<file path="config.mk">
export PLATFORM = sky130hd
export DESIGN_NAME = id_funct_decoder_pipe
export DESIGN_NICKNAME = d
export VERILOG_FILES = /design/src/rtl/id_funct_decoder_pipe_pkg.sv /design/src/rtl/funct_lane_dec.sv /design/src/rtl/id_funct_decoder_pipe.sv
export SDC_FILE = /design/constraint.sdc
export NUM_CORES = 1
export LEC_CHECK = 0
export CAP_MARGIN = 10
export CORE_AREA = 4 4 57 59
export DETAILED_ROUTE_END_ITERATION = 12
export DIE_AREA = 0 0 61 63
export DONT_BUFFER_PORTS = 1
export GPL_TIMING_DRIVEN = 0
export SLEW_MARGIN = 20
export SYNTH_ARGS = -nofsm -noshare
export SYNTH_HDL_FRONTEND = slang
export SYNTH_SLANG_ARGS = --single-unit
export TNS_END_PERCENT = 100
</file>
<file path="constraint.sdc">
create_clock -name clk -period 3.59 [get_ports clk]
set_input_delay 0.5385 -clock clk [delete_from_list [all_inputs] [get_ports clk]]
set_output_delay 0.5385 -clock clk [all_outputs]
set_load 0.01 [all_outputs]
</file>
<file path="src/rtl/id_funct_decoder_pipe_pkg.sv">
// Shared encodings for the ID-stage ALU FUNCT decoder: opcode, funct, SPECIAL2 and REGIMM fields.
package id_funct_decoder_pipe_pkg;

  localparam int OP_W    = 6;
  localparam int FUNCT_W = 6;
  localparam int RT_W    = 5;

  // op_def
  localparam logic [OP_W-1:0] OP_SPECIAL  = 6'h00;
  localparam logic [OP_W-1:0] OP_REGIMM   = 6'h01;
  localparam logic [OP_W-1:0] OP_J        = 6'h02;
  localparam logic [OP_W-1:0] OP_JAL      = 6'h03;
  localparam logic [OP_W-1:0] OP_BEQ      = 6'h04;
  localparam logic [OP_W-1:0] OP_BNE      = 6'h05;
  localparam logic [OP_W-1:0] OP_BLEZ     = 6'h06;
  localparam logic [OP_W-1:0] OP_BGTZ     = 6'h07;
  localparam logic [OP_W-1:0] OP_ADDI     = 6'h08;
  localparam logic [OP_W-1:0] OP_ADDIU    = 6'h09;
  localparam logic [OP_W-1:0] OP_SLTI     = 6'h0a;
  localparam logic [OP_W-1:0] OP_SLTIU    = 6'h0b;
  localparam logic [OP_W-1:0] OP_ANDI     = 6'h0c;
  localparam logic [OP_W-1:0] OP_ORI      = 6'h0d;
  localparam logic [OP_W-1:0] OP_XORI     = 6'h0e;
  localparam logic [OP_W-1:0] OP_LUI      = 6'h0f;
  localparam logic [OP_W-1:0] OP_SPECIAL2 = 6'h1c;
  localparam logic [OP_W-1:0] OP_LB       = 6'h20;
  localparam logic [OP_W-1:0] OP_LH       = 6'h21;
  localparam logic [OP_W-1:0] OP_LW       = 6'h23;
  localparam logic [OP_W-1:0] OP_LBU      = 6'h24;
  localparam logic [OP_W-1:0] OP_LHU      = 6'h25;
  localparam logic [OP_W-1:0] OP_SB       = 6'h28;
  localparam logic [OP_W-1:0] OP_SH       = 6'h29;
  localparam logic [OP_W-1:0] OP_SW       = 6'h2b;

  // funct_def
  localparam logic [FUNCT_W-1:0] FUNCT_NOP  = 6'h00;
  localparam logic [FUNCT_W-1:0] FUNCT_ADD  = 6'h20;
  localparam logic [FUNCT_W-1:0] FUNCT_ADDU = 6'h21;
  localparam logic [FUNCT_W-1:0] FUNCT_AND  = 6'h24;
  localparam logic [FUNCT_W-1:0] FUNCT_OR   = 6'h25;
  localparam logic [FUNCT_W-1:0] FUNCT_XOR  = 6'h26;
  localparam logic [FUNCT_W-1:0] FUNCT_SLT  = 6'h2a;
  localparam logic [FUNCT_W-1:0] FUNCT_SLTU = 6'h2b;

  localparam logic [FUNCT_W-1:0] FUNCT2_MUL = 6'h02;
  localparam logic [FUNCT_W-1:0] FUNCT2_CLZ = 6'h20;
  localparam logic [FUNCT_W-1:0] FUNCT2_CLO = 6'h21;

  // regimm_def
  localparam logic [RT_W-1:0] RT_BLTZ   = 5'h00;
  localparam logic [RT_W-1:0] RT_BGEZ   = 5'h01;
  localparam logic [RT_W-1:0] RT_BLTZAL = 5'h10;
  localparam logic [RT_W-1:0] RT_BGEZAL = 5'h11;

endpackage

</file>
<file path="src/rtl/funct_lane_dec.sv">
// Single-lane combinational decode of op/funct/rt into the ALU FUNCT code and reserved flag.
module funct_lane_dec
  import id_funct_decoder_pipe_pkg::*;
#(
  parameter int EN_SPECIAL2    = 1,
  parameter int EN_REGIMM_LINK = 1
) (
  input  logic               lane_en,
  input  logic [OP_W-1:0]    op,
  input  logic [FUNCT_W-1:0] funct_in,
  input  logic [RT_W-1:0]    rt,
  output logic [FUNCT_W-1:0] funct,
  output logic               ri
);

  always_comb begin
    funct = FUNCT_NOP;
    ri    = 1'b0;
    if (lane_en) begin
      case (op)
        OP_SPECIAL: funct = funct_in;
        OP_SPECIAL2: begin
          if (EN_SPECIAL2 != 0) begin
            case (funct_in)
              FUNCT2_MUL: funct = FUNCT2_MUL;
              FUNCT2_CLZ: funct = FUNCT2_CLZ;
              FUNCT2_CLO: funct = FUNCT2_CLO;
              default:    ri = 1'b1;
            endcase
          end else begin
            ri = 1'b1;
          end
        end
        OP_ORI, OP_LUI, OP_JAL: funct = FUNCT_OR;
        OP_ANDI:                funct = FUNCT_AND;
        OP_XORI:                funct = FUNCT_XOR;
        OP_LB, OP_LBU, OP_LH, OP_LHU, OP_LW,
        OP_SB, OP_SH, OP_SW, OP_ADDI:  funct = FUNCT_ADD;
        OP_ADDIU:               funct = FUNCT_ADDU;
        OP_SLTI:                funct = FUNCT_SLT;
        OP_SLTIU:               funct = FUNCT_SLTU;
        OP_REGIMM: begin
          case (rt)
            // Linking branches write the return address through the ALU OR path.
            RT_BLTZAL, RT_BGEZAL: funct = (EN_REGIMM_LINK != 0) ? FUNCT_OR : FUNCT_NOP;
            RT_BLTZ, RT_BGEZ:     funct = FUNCT_NOP;
            default:              ri = 1'b1;
          endcase
        end
        OP_BEQ, OP_BNE, OP_BLEZ, OP_BGTZ, OP_J: funct = FUNCT_NOP;
        default: ri = 1'b1;
      endcase
    end
  end

endmodule

</file>
<file path="src/rtl/id_funct_decoder_pipe.sv">
// Multi-lane ALU FUNCT decoder with a registered valid/ready output and one-entry skid buffer.
module id_funct_decoder_pipe
  import id_funct_decoder_pipe_pkg::*;
#(
  parameter int LANES          = 1,
  parameter int EN_SPECIAL2    = 1,
  parameter int EN_REGIMM_LINK = 1
) (
  input  logic                     clk,
  input  logic                     rst_n,
  input  logic                     flush,
  input  logic                     in_valid,
  output logic                     in_ready,
  input  logic [LANES-1:0]         in_lane_en,
  input  logic [LANES*OP_W-1:0]    op,
  input  logic [LANES*FUNCT_W-1:0] funct_in,
  input  logic [LANES*RT_W-1:0]    rt,
  output logic                     out_valid,
  input  logic                     out_ready,
  output logic [LANES*FUNCT_W-1:0] funct,
  output logic [LANES-1:0]         ri,
  output logic [LANES-1:0]         out_lane_en
);

  // Stage p0: combinational per-lane decode
  logic [LANES*FUNCT_W-1:0] funct_p0;
  logic [LANES-1:0]         ri_p0;

  for (genvar i = 0; i < LANES; i++) begin : g_lane
    funct_lane_dec #(
      .EN_SPECIAL2   (EN_SPECIAL2),
      .EN_REGIMM_LINK(EN_REGIMM_LINK)
    ) u_dec (
      .lane_en (in_lane_en[i]),
      .op      (op[i*OP_W +: OP_W]),
      .funct_in(funct_in[i*FUNCT_W +: FUNCT_W]),
      .rt      (rt[i*RT_W +: RT_W]),
      .funct   (funct_p0[i*FUNCT_W +: FUNCT_W]),
      .ri      (ri_p0[i])
    );
  end

  // Stage p1: output register plus skid entry
  logic [LANES*FUNCT_W-1:0] funct_p1, funct_skd;
  logic [LANES-1:0]         ri_p1, ri_skd, len_p1, len_skd;
  logic                     vld_p1, skid_full;

  always_ff @(posedge clk or negedge rst_n) begin
    if (!rst_n) begin
      vld_p1    <= 1'b0;
      skid_full <= 1'b0;
      funct_p1  <= '0;
      ri_p1     <= '0;
      len_p1    <= '0;
      funct_skd <= '0;
      ri_skd    <= '0;
      len_skd   <= '0;
    end else if (flush) begin
      vld_p1    <= 1'b0;
      skid_full <= 1'b0;
    end else if (!vld_p1 || out_ready) begin
      // Output slot frees up: the skid has priority since it is older; the
      // input is only accepted here when the skid was already empty.
      if (skid_full) begin
        funct_p1  <= funct_skd;
        ri_p1     <= ri_skd;
        len_p1    <= len_skd;
        vld_p1    <= 1'b1;
        skid_full <= 1'b0;
      end else if (in_valid) begin
        funct_p1 <= funct_p0;
        ri_p1    <= ri_p0;
        len_p1   <= in_lane_en;
        vld_p1   <= 1'b1;
      end else begin
        vld_p1 <= 1'b0;
      end
    end else if (in_valid && !skid_full) begin
      funct_skd <= funct_p0;
      ri_skd    <= ri_p0;
      len_skd   <= in_lane_en;
      skid_full <= 1'b1;
    end
  end

  assign in_ready    = !skid_full;
  assign out_valid   = vld_p1;
  assign funct       = funct_p1;
  assign ri          = ri_p1;
  assign out_lane_en = len_p1;

endmodule

</file>
==> results of run 1 <==
synth_stat cells, drive strengths merged:
library cell / count
o2111a: 2
o221ai: 1
o41ai: 1
dfrtp: 18
o21bai: 1
nand3b: 1
a2111oi: 2
a21boi: 1
buf: 5
o211ai: 2
inv: 3
a211oi: 1
o21ai: 9
clkbuf: 3
nand2: 10
nor2: 8
and3: 3
a21o: 5
nand2b: 7
nor4bb: 1
or3: 4
xnor2: 1
a222oi: 1
nand3: 2
a21oi: 8
a221o: 2
mux2: 2
mux2i: 2
or2: 1
o31ai: 4
nor4: 2
or3b: 1
nor4b: 1
nor3: 5
or4b: 2
a31oi: 3
nand4bb: 2
o21a: 3
o211a: 1
nor2b: 2
cells in the final DEF, fill, tap and decap left out, types with 2 or more instances in the layout:
cell type / Yosys / layout
nand2b_1: 7 / 7
a31oi_1: 3 / 3
nor2b_1: 2 / 2
buf_2: 5 / 5
o21ai_1: 8 / 8
clkbuf_1: 3 / 3
inv_1: 2 / 2
a21o_1: 5 / 5
o21a_1: 3 / 3
o211ai_1: 2 / 2
nor2_1: 8 / 8
nand4bb_1: 2 / 2
o31ai_1: 4 / 4
nand3_1: 2 / 2
nand2_1: 10 / 10
or3_1: 3 / 3
and3_1: 3 / 3
nor3_1: 5 / 5
clkbuf_4: 0 / 3
a221o_1: 2 / 2
mux2i_1: 2 / 2
mux2_2: 2 / 2
o2111a_1: 2 / 2
dfrtp_1: 18 / 18
a21oi_1: 8 / 8
where the power goes:
group / total, mW / switching [mW] / internal (mW)
Clock: 0.123 / 0.0616 / 0.0618
Sequential: 0.235 / 0.0154 / 0.220
Combinational: 0.0726 / 0.0411 / 0.0315
Total: 0.431 / 0.118 / 0.313
cells by family (layout without fill, tap and decap cells):
group,count (synthesis),in the layout,share of synthesized area (%)
compound gates,47,47,29.09
flops,18,18,37.00
mux,4,4,3.494
buf+inv,11,16,3.905
xor+xnor,1,1,0.7196
simple gates,52,52,25.80
metrics by stage:
stage	util, %	setup slack [ns]	total power, mW	hold WS [ns]	cell area [sq um]
floorplan	-	1.716	0.2937	0.2429	1217
global placement	46.35	1.519	0.3069	0.2433	1256
detailed placement	46.35	1.495	0.3085	0.2433	1256
CTS	48.06	1.824	0.4389	0.2858	1303
global route	48.06	1.606	0.4587	0.2818	1303
finish	48.06	1.724	0.4314	0.2989	1303
critical path: stages:
cell	delay [ns]
buf_2	0.21
nor2_1	0.10
o21bai_1	0.15
a31oi_1	0.11
a2111oi_0	0.79
o31ai_1	0.12
per-layer routing:
layer / share of wire, % / global-route usage (%) / vias up / wire length (um)
met3: 8.5 / 5.165 / 2 / 247
met5: 0 / 0 / - / 0
met2: 49 / 26.07 / 43 / 1440
li1: - / - / 521 / -
met4: 0.99 / 5.691 / 0 / 29
met1: 41 / 20.00 / 523 / 1200
final cells by class:
cell class / instances / area [sq um] / area share [%]
Buffer: 8 / 36.28 / 2.786
Sequential cell: 18 / 450.4 / 34.58
Inverter: 3 / 11.26 / 0.8646
Tap cell: 31 / 38.79 / 2.978
Timing Repair Buffer: 1 / 10.01 / 0.7685
Clock buffer: 4 / 36.28 / 2.786
Multi-Input combinational cell: 104 / 719.4 / 55.24
worst paths after layout:
check                              from           end  slack [ns]  cells past startpoint
max                               op[0]  funct_skd[5]        1.72                      6
min                               flush     out_valid        0.30                      1
max reg2reg                   skid_full      funct[1]        1.88                      5
min reg2reg                funct_skd[1]  funct_skd[1]        0.48                      2
max in group asynchronous         rst_n   out_lane_en        2.34                      1
min in group asynchronous         rst_n      funct[2]        0.77                      1
timing repair:
item	in CTS	in global routing
endpoints found under the setup margin	0	0
hold buffers	1	0
hold endpoints to repair	18	0
sequential cells by signal, indices dropped and copies added (netlist names):
name	flops
ri_skd	1
skid_full	1
len_skd	1
funct	6
ri	1
out_valid	1
funct_skd	6
out_lane_en	1
==> flow_summary.toml, run 1 <==
[run_status]
status = "finished clean"

[run]
cap_viol_max_count = 0

[detailed_routing]
postRouteAntennaNets = 0
drt_iter0_markers = 56
drc = 0
viasPerCell = 6.444
route.vias.total = 1089
wl_mm = 2.919
dr.pass1.iters = 5
wl_per_cell_um = 17.27

[global_route]
grt_overflow = 0
track_usage_pct = 16.27
grt_max_degree = 19
grt_pass1_vias = 1047
antenna_found_initial = 0
grt_pass1_wl_mm = 4.830

[final_layout]
areaGrowthSynthToFinish_pct = 6.989
n_antenna_cell = 0
fin_nets = 162
instances_no_fill = 169
drive_gt1_share_pct = 12.32
num-fill-cells = 267

[synth]
synthCells = 133
yosysTopAreaCell = "dfrtp_1"
synth_area_leaders = "dfrtp_1, nand2b_1, a21oi_1"
synth_top_area_share_pct = 37.00
avgSynthCellArea_sq_um = 9.154
synth_fp_nets = 156
synth_area_sq_um = 1217
ys_warn_count = 0
ys_types = 46
synth-seq-cells = 18
synth_seq_area_share_pct = 37.00

[placed_design]
io_buffers = 0
dp.cells = 164
gp_congestion = 0.8606
dp_hpwl_mm = 2.251

[sta]
period_share_pct = 51.99
setup_viol = 0
period_needed_ns = 1.866
max_slew_margin_pct = 37.88
hold_violations = 0
drv_slew = 0
rsz0062_at_grt = "false"
skew_ns = 0.0007851
tns_ns = 0
fmax_mhz = 535.8
worstMarginPinSlew_ns = 0.9083

[pwr]
leakage_nw = 0.5217
cellPowerDensity_nw_per_um2 = 331.2
vdd_ir_drop_max_mv = 0.1993

[worst_setup_path]
critPathKind = "input port to flip-flop"
cp-start-kind = "input port"
cp_max_fo = 10
required_ns = 3.74
arrival_ns = 2.02
end_kind = "flip-flop"

[clock_network]
clk_pin_slew_ns = 0.10
cts.repair.resized = 0
cts_sinks = 18
clock-root-buffer = "clkbuf_4"
cts_htree_levels = 1
cts_tree = "yes"
cts_buffer_depth = 2
post_cts_buffers = 0
clk_latency_ns = 0.29
cts_buffers = 3

[floorplanning]
die_h_um = 63
coreArea_sq_um = 2710
initial_core_util_pct = 44.92
die_area_sq_um = 3843
ioPinCount = 33
row_count = 19
fp.dieW_um = 61

[min_path]
hold_class = "input port to flip-flop"
Note: power is estimated with default switching activity, not from simulation.
==> inputs of run 2 (changes only) <==
Clock period 3.59 ns to 1.7 ns, I/O delays scaled along.
==> run 2 against run 1 <==
  * Via count fell by 1.0%
  * Largest cell class unchanged
  * Sequential power rose by 110%
  * Final area rose by 2.0%
  * Flip-flop and latch count did not move
  * Sequential share of layout area fell by 0.68 points
  * Register-to-register slack got worse by 1.8 ns
==> flow_summary.toml, run 2 (synthesized netlist as in run 1, its figures left out) <==
[detailed_routing]
wl_mm = 2.949
wl_per_cell_um = 17.35
viasPerCell = 6.341
dr.pass1.iters = 4
drc = 0
postRouteAntennaNets = 0
drt_iter0_markers = 56
route.vias.total = 1078

[global_route]
antenna_found_initial = 0
track_usage_pct = 16.31
grt_overflow = 0
grt_pass1_wl_mm = 4.836
grt_pass1_vias = 1047
grt_max_degree = 19

[worst_setup_path]
cp-start-kind = "flip-flop"
end_kind = "flip-flop"
required_ns = 1.89
r2r_cells = 4
timing.rr.start = "out_valid"
cp_max_fo = 10
reg2reg_to = "funct[1]"
arrival_ns = 1.81
rrSetupSlack_ns = 0.07
slowest_delay_ns = 0.44
cpMaxStageDelayCell = "dfrtp_1"
path_cells = "nor2b_2 > or3_1 > buf_4 > a221o_1"
critPathKind = "flip-flop to flip-flop"

[placed_design]
gp_congestion = 0.8606
dp.cells = 164
dp_hpwl_mm = 2.251
placed_cell_area_sq_um = 1256
io_buffers = 0

[min_path]
min-delay-start = "flush"
hold_end = "skid_full"
hold_class = "input port to flip-flop"
hold_depth = 1

[clock_network]
cts_sinks = 18
clock-root-buffer = "clkbuf_4"
clk_pin_slew_ns = 0.10
cts_buffers = 3
cts_buffer_depth = 2
cts_htree_levels = 1
clk_latency_ns = 0.29
cts_tree = "yes"

[final_layout]
final_cell_mix = "dfrtp_1, nand2_1, nor2_1, o21ai_1"
drive_gt1_share_pct = 15.83
fin_area_sq_um = 1329
instances_no_fill = 170
areaGrowthSynthToFinish_pct = 9.147
final_common_cell = "dfrtp_1"
n_antenna_cell = 0
final_util_pct = 49.03
fin_nets = 163

[floorplanning]
row_count = 19
fp.dieW_um = 61
ioPinCount = 33
die_area_sq_um = 3843
coreArea_sq_um = 2710
initial_core_util_pct = 44.92
die_h_um = 63

[sta]
hold_violations = 0
tns_ns = 0
period_share_pct = 95.62
setup_viol = 0
rsz0062_at_grt = "true"
worstMarginPinSlew_ns = 0.8200
drv_slew = 0
period_needed_ns = 1.626
skew_ns = 0.003256
max_slew_margin_pct = 43.92
fmax_mhz = 615.2
hold_slack_ns = 0.01674

[pwr]
vdd_ir_drop_max_mv = 0.4211
cellPowerDensity_nw_per_um2 = 691.5
leakage_nw = 0.5333

[run_status]
status = "finished clean"

[run]
cap_viol_max_count = 0
-- run 2: cell count changes in the layout (fill, tap and decap cells not counted), sizes merged --
cell	before	now
buf	5	6
clkbuf	7	6
dlygate4sd3	1	2
-- run 2: worst max-delay path by stage --
stage                     startpoint           end  slack (ns)  cells after the start
after global routing       out_valid      funct[5]      -0.005                      4
after detailed placement       op[1]  funct_skd[5]       -0.11                      6
after floorplan                op[1]      funct[2]        0.11                      5
after global placement         op[1]      funct[5]       -0.09                      6
after CTS                  out_valid      funct[1]        0.03                      4
final                      out_valid      funct[1]        0.07                      4
-- run 2: layer usage --
metal	wire length, um	track usage [%]
met5	0	0
met4	29	5.691
met3	223	5.165
met2	1447	26.20
met1	1248	20.00
-- run 2: layout make-up --
class / instances / area [sq um]
fill: 265 / 1381
clock buffer: 4 / 36.28
buffer: 8 / 41.29
timing repair buffer: 2 / 20.02
inverter: 3 / 11.26
sequential: 18 / 450.4
tap: 31 / 38.79
multi-input combinational: 104 / 730.7
-- run 2: power breakdown --
group / internal (mW) / switching [mW]
logic: 0.0705 / 0.0879
clock network: 0.131 / 0.133
registers: 0.465 / 0.0326
-- run 2: worst max-delay path, delay by kind of cell (launching register included) --
kind                   cells  cell delay, ns
AOI/OAI and AO/OA          1            0.34
buffers and inverters      1            0.19
DFF                        1            0.44
and+or+nand+nor            2            0.55
-- run 2: stage by stage --
step	power, mW	setup WS, ns
finish	0.9189	0.07445
global route	0.9738	-0.004665
CTS	0.9272	0.02846
detailed placement	0.6514	-0.1115
global placement	0.6482	-0.08742
floorplan	0.6203	0.1094
-- run 2: repair_timing --
item | CTS | global route
hold buffers | 1 | 1
setup buffers | 0 | 0
setup endpoints to repair | 2 | 7
gates resized for setup | 1 | 8
hold endpoints to repair | 18 | 1
pin swaps | 0 | 0
==> inputs of run 3 (changes only) <==
Settings changed: CELL_PAD_IN_SITES_DETAIL_PLACEMENT from default to 0, CELL_PAD_IN_SITES_GLOBAL_PLACEMENT from default to 2, CORE_AREA 4 4 57 59 to 4 4 66 68, DIE_AREA 0 0 61 63 to 0 0 70 72, PLACE_DENSITY_LB_ADDON from default to 0.1.
==> run 3 against run 2 <==
  * Non-clock buffer count decreased by 1
  * Critical endpoint is now funct_skd[0]
  * Core utilization decreased by 14 points
  * Clock power increased by 29%
  * Clock skew decreased by 0.0020 ns
  * Worst hold slack improved by 0.044 ns
  * Setup slack improved by 0.0019 ns
  * Sequential power about the same
==> flow_summary.toml, run 3 (synthesized netlist as in run 1, its figures left out) <==
[final_layout]
multi_input_area_sq_um = 725.7
final_common_cell = "dfrtp_1"
areaGrowthSynthToFinish_pct = 11.31
fin_nets = 162
num-fill-cells = 423
final_cell_mix = "dfrtp_1, nand2_1, nor2_1, a21oi_1, o21ai_1"
seq_area_sq_um = 450.4
fin_area_sq_um = 1355
drive_gt1_share_pct = 13.77
n_antenna_cell = 0

[clock_network]
clk_latency_ns = 0.25
cts_htree_levels = 1
cts_buffer_depth = 2
cts_sinks = 18
cts_tree = "yes"
clk_pin_slew_ns = 0.06
cts_buffers = 3
clock-root-buffer = "clkbuf_8"

[detailed_routing]
drc = 0
viasPerCell = 5.691
postRouteAntennaNets = 0
wl_per_cell_um = 17.07
wl_mm = 3.209
dr.pass1.iters = 4
route.vias.total = 1070
drt_iter0_markers = 62

[sta]
hold_violations = 0
setup_viol = 0
period_needed_ns = 1.624
worstMarginPinSlew_ns = 0.8133
max_slew_margin_pct = 45.60
hold_slack_ns = 0.06104
drv_slew = 0
fmax_mhz = 615.9
tns_ns = 0
skew_ns = 0.001284
period_share_pct = 95.51

[floorplanning]
initial_core_util_pct = 31.57
ioPinCount = 33
coreArea_sq_um = 3856
die_area_sq_um = 5040
row_count = 23
fp.dieW_um = 70
die_h_um = 72

[global_route]
grt_pass1_vias = 1089
grt_pass1_wl_mm = 5.457
grt_max_degree = 19
antenna_found_initial = 0
grt_overflow = 0
track_usage_pct = 13.39

[worst_setup_path]
rrSetupSlack_ns = 0.08
cp_max_fo = 10
critPathKind = "flip-flop to flip-flop"
required_ns = 1.86
r2r_cells = 4
reg2reg_to = "funct_skd[0]"
timing.rr.start = "out_valid"
cp-start-kind = "flip-flop"
end_kind = "flip-flop"
arrival_ns = 1.78

[placed_design]
io_buffers = 0
dp_hpwl_mm = 2.534
placed_cell_area_sq_um = 1280
gp_congestion = 0.8395

[min_path]
hold_class = "input port to flip-flop"
min-delay-start = "flush"
hold_depth = 1
hold_end = "out_valid"

[run_status]
status = "finished clean"

[run]
cap_viol_max_count = 0

[pwr]
cellPowerDensity_nw_per_um2 = 735.0
leakage_nw = 0.5341
vdd_ir_drop_max_mv = 0.2471
[run 3: layout make-up]
class	instances	share of cell area (%)
inverters	3	0.8310
flip-flops and latches	18	33.24
well taps	50	4.617
multi-input cells	104	53.55
clock buffers	4	4.063
plain buffers	8	2.955
repair buffers	1	0.7387
[run 3: report_power, final]
part | switching [mW] | internal, mW
Combinational | 0.0894 | 0.0685
Sequential | 0.0328 | 0.465
Clock | 0.134 | 0.206
Total | 0.257 | 0.739
[run 3: critical path: stages, from the launching register on]
cell and delay, ns:
dfrtp_1 0.42, nor2b_1 0.29, nand3_1 0.26, clkbuf_1 0.29, o31ai_1 0.28
[run 3: layer usage]
metal	global-route usage, %	wire (um)	vias up
li1	-	-	515
met1	17.29	1417	514
met2	20.99	1520	36
met3	3.047	208	5
met4	7.021	63	0
met5	0	0	-
[run 3: repair_timing]
action,CTS,global route
gates resized for setup,2,4
setup endpoints to repair,4,5
hold endpoints to repair,18,0
hold buffers,1,0
buffers inserted,0,0
[run 3: stage by stage]
step | instances | setup WS [ns] | utilization [%] | power, mW
final | 188 | 0.07635 | 35.14 | 0.9960
after global routing | 188 | -0.01494 | 35.14 | 1.057
after CTS | 188 | 0.03153 | 35.04 | 1.013
after detailed placement | 183 | -0.2361 | 33.19 | 0.6541
after global placement | 183 | -0.2200 | 33.19 | 0.6523
after floorplan | 133 | 0.1094 | - | 0.6203
[run 3: how the worst max path moves through the flow]
stage,to,startpoint,cells after the start
after floorplan,funct[2],op[1],5
after global placement,funct[5],op[5],6
after detailed placement,funct_skd[5],op[1],6
after CTS,funct[1],out_valid,4
after global routing,funct[0],out_valid,6
final,funct_skd[0],out_valid,4
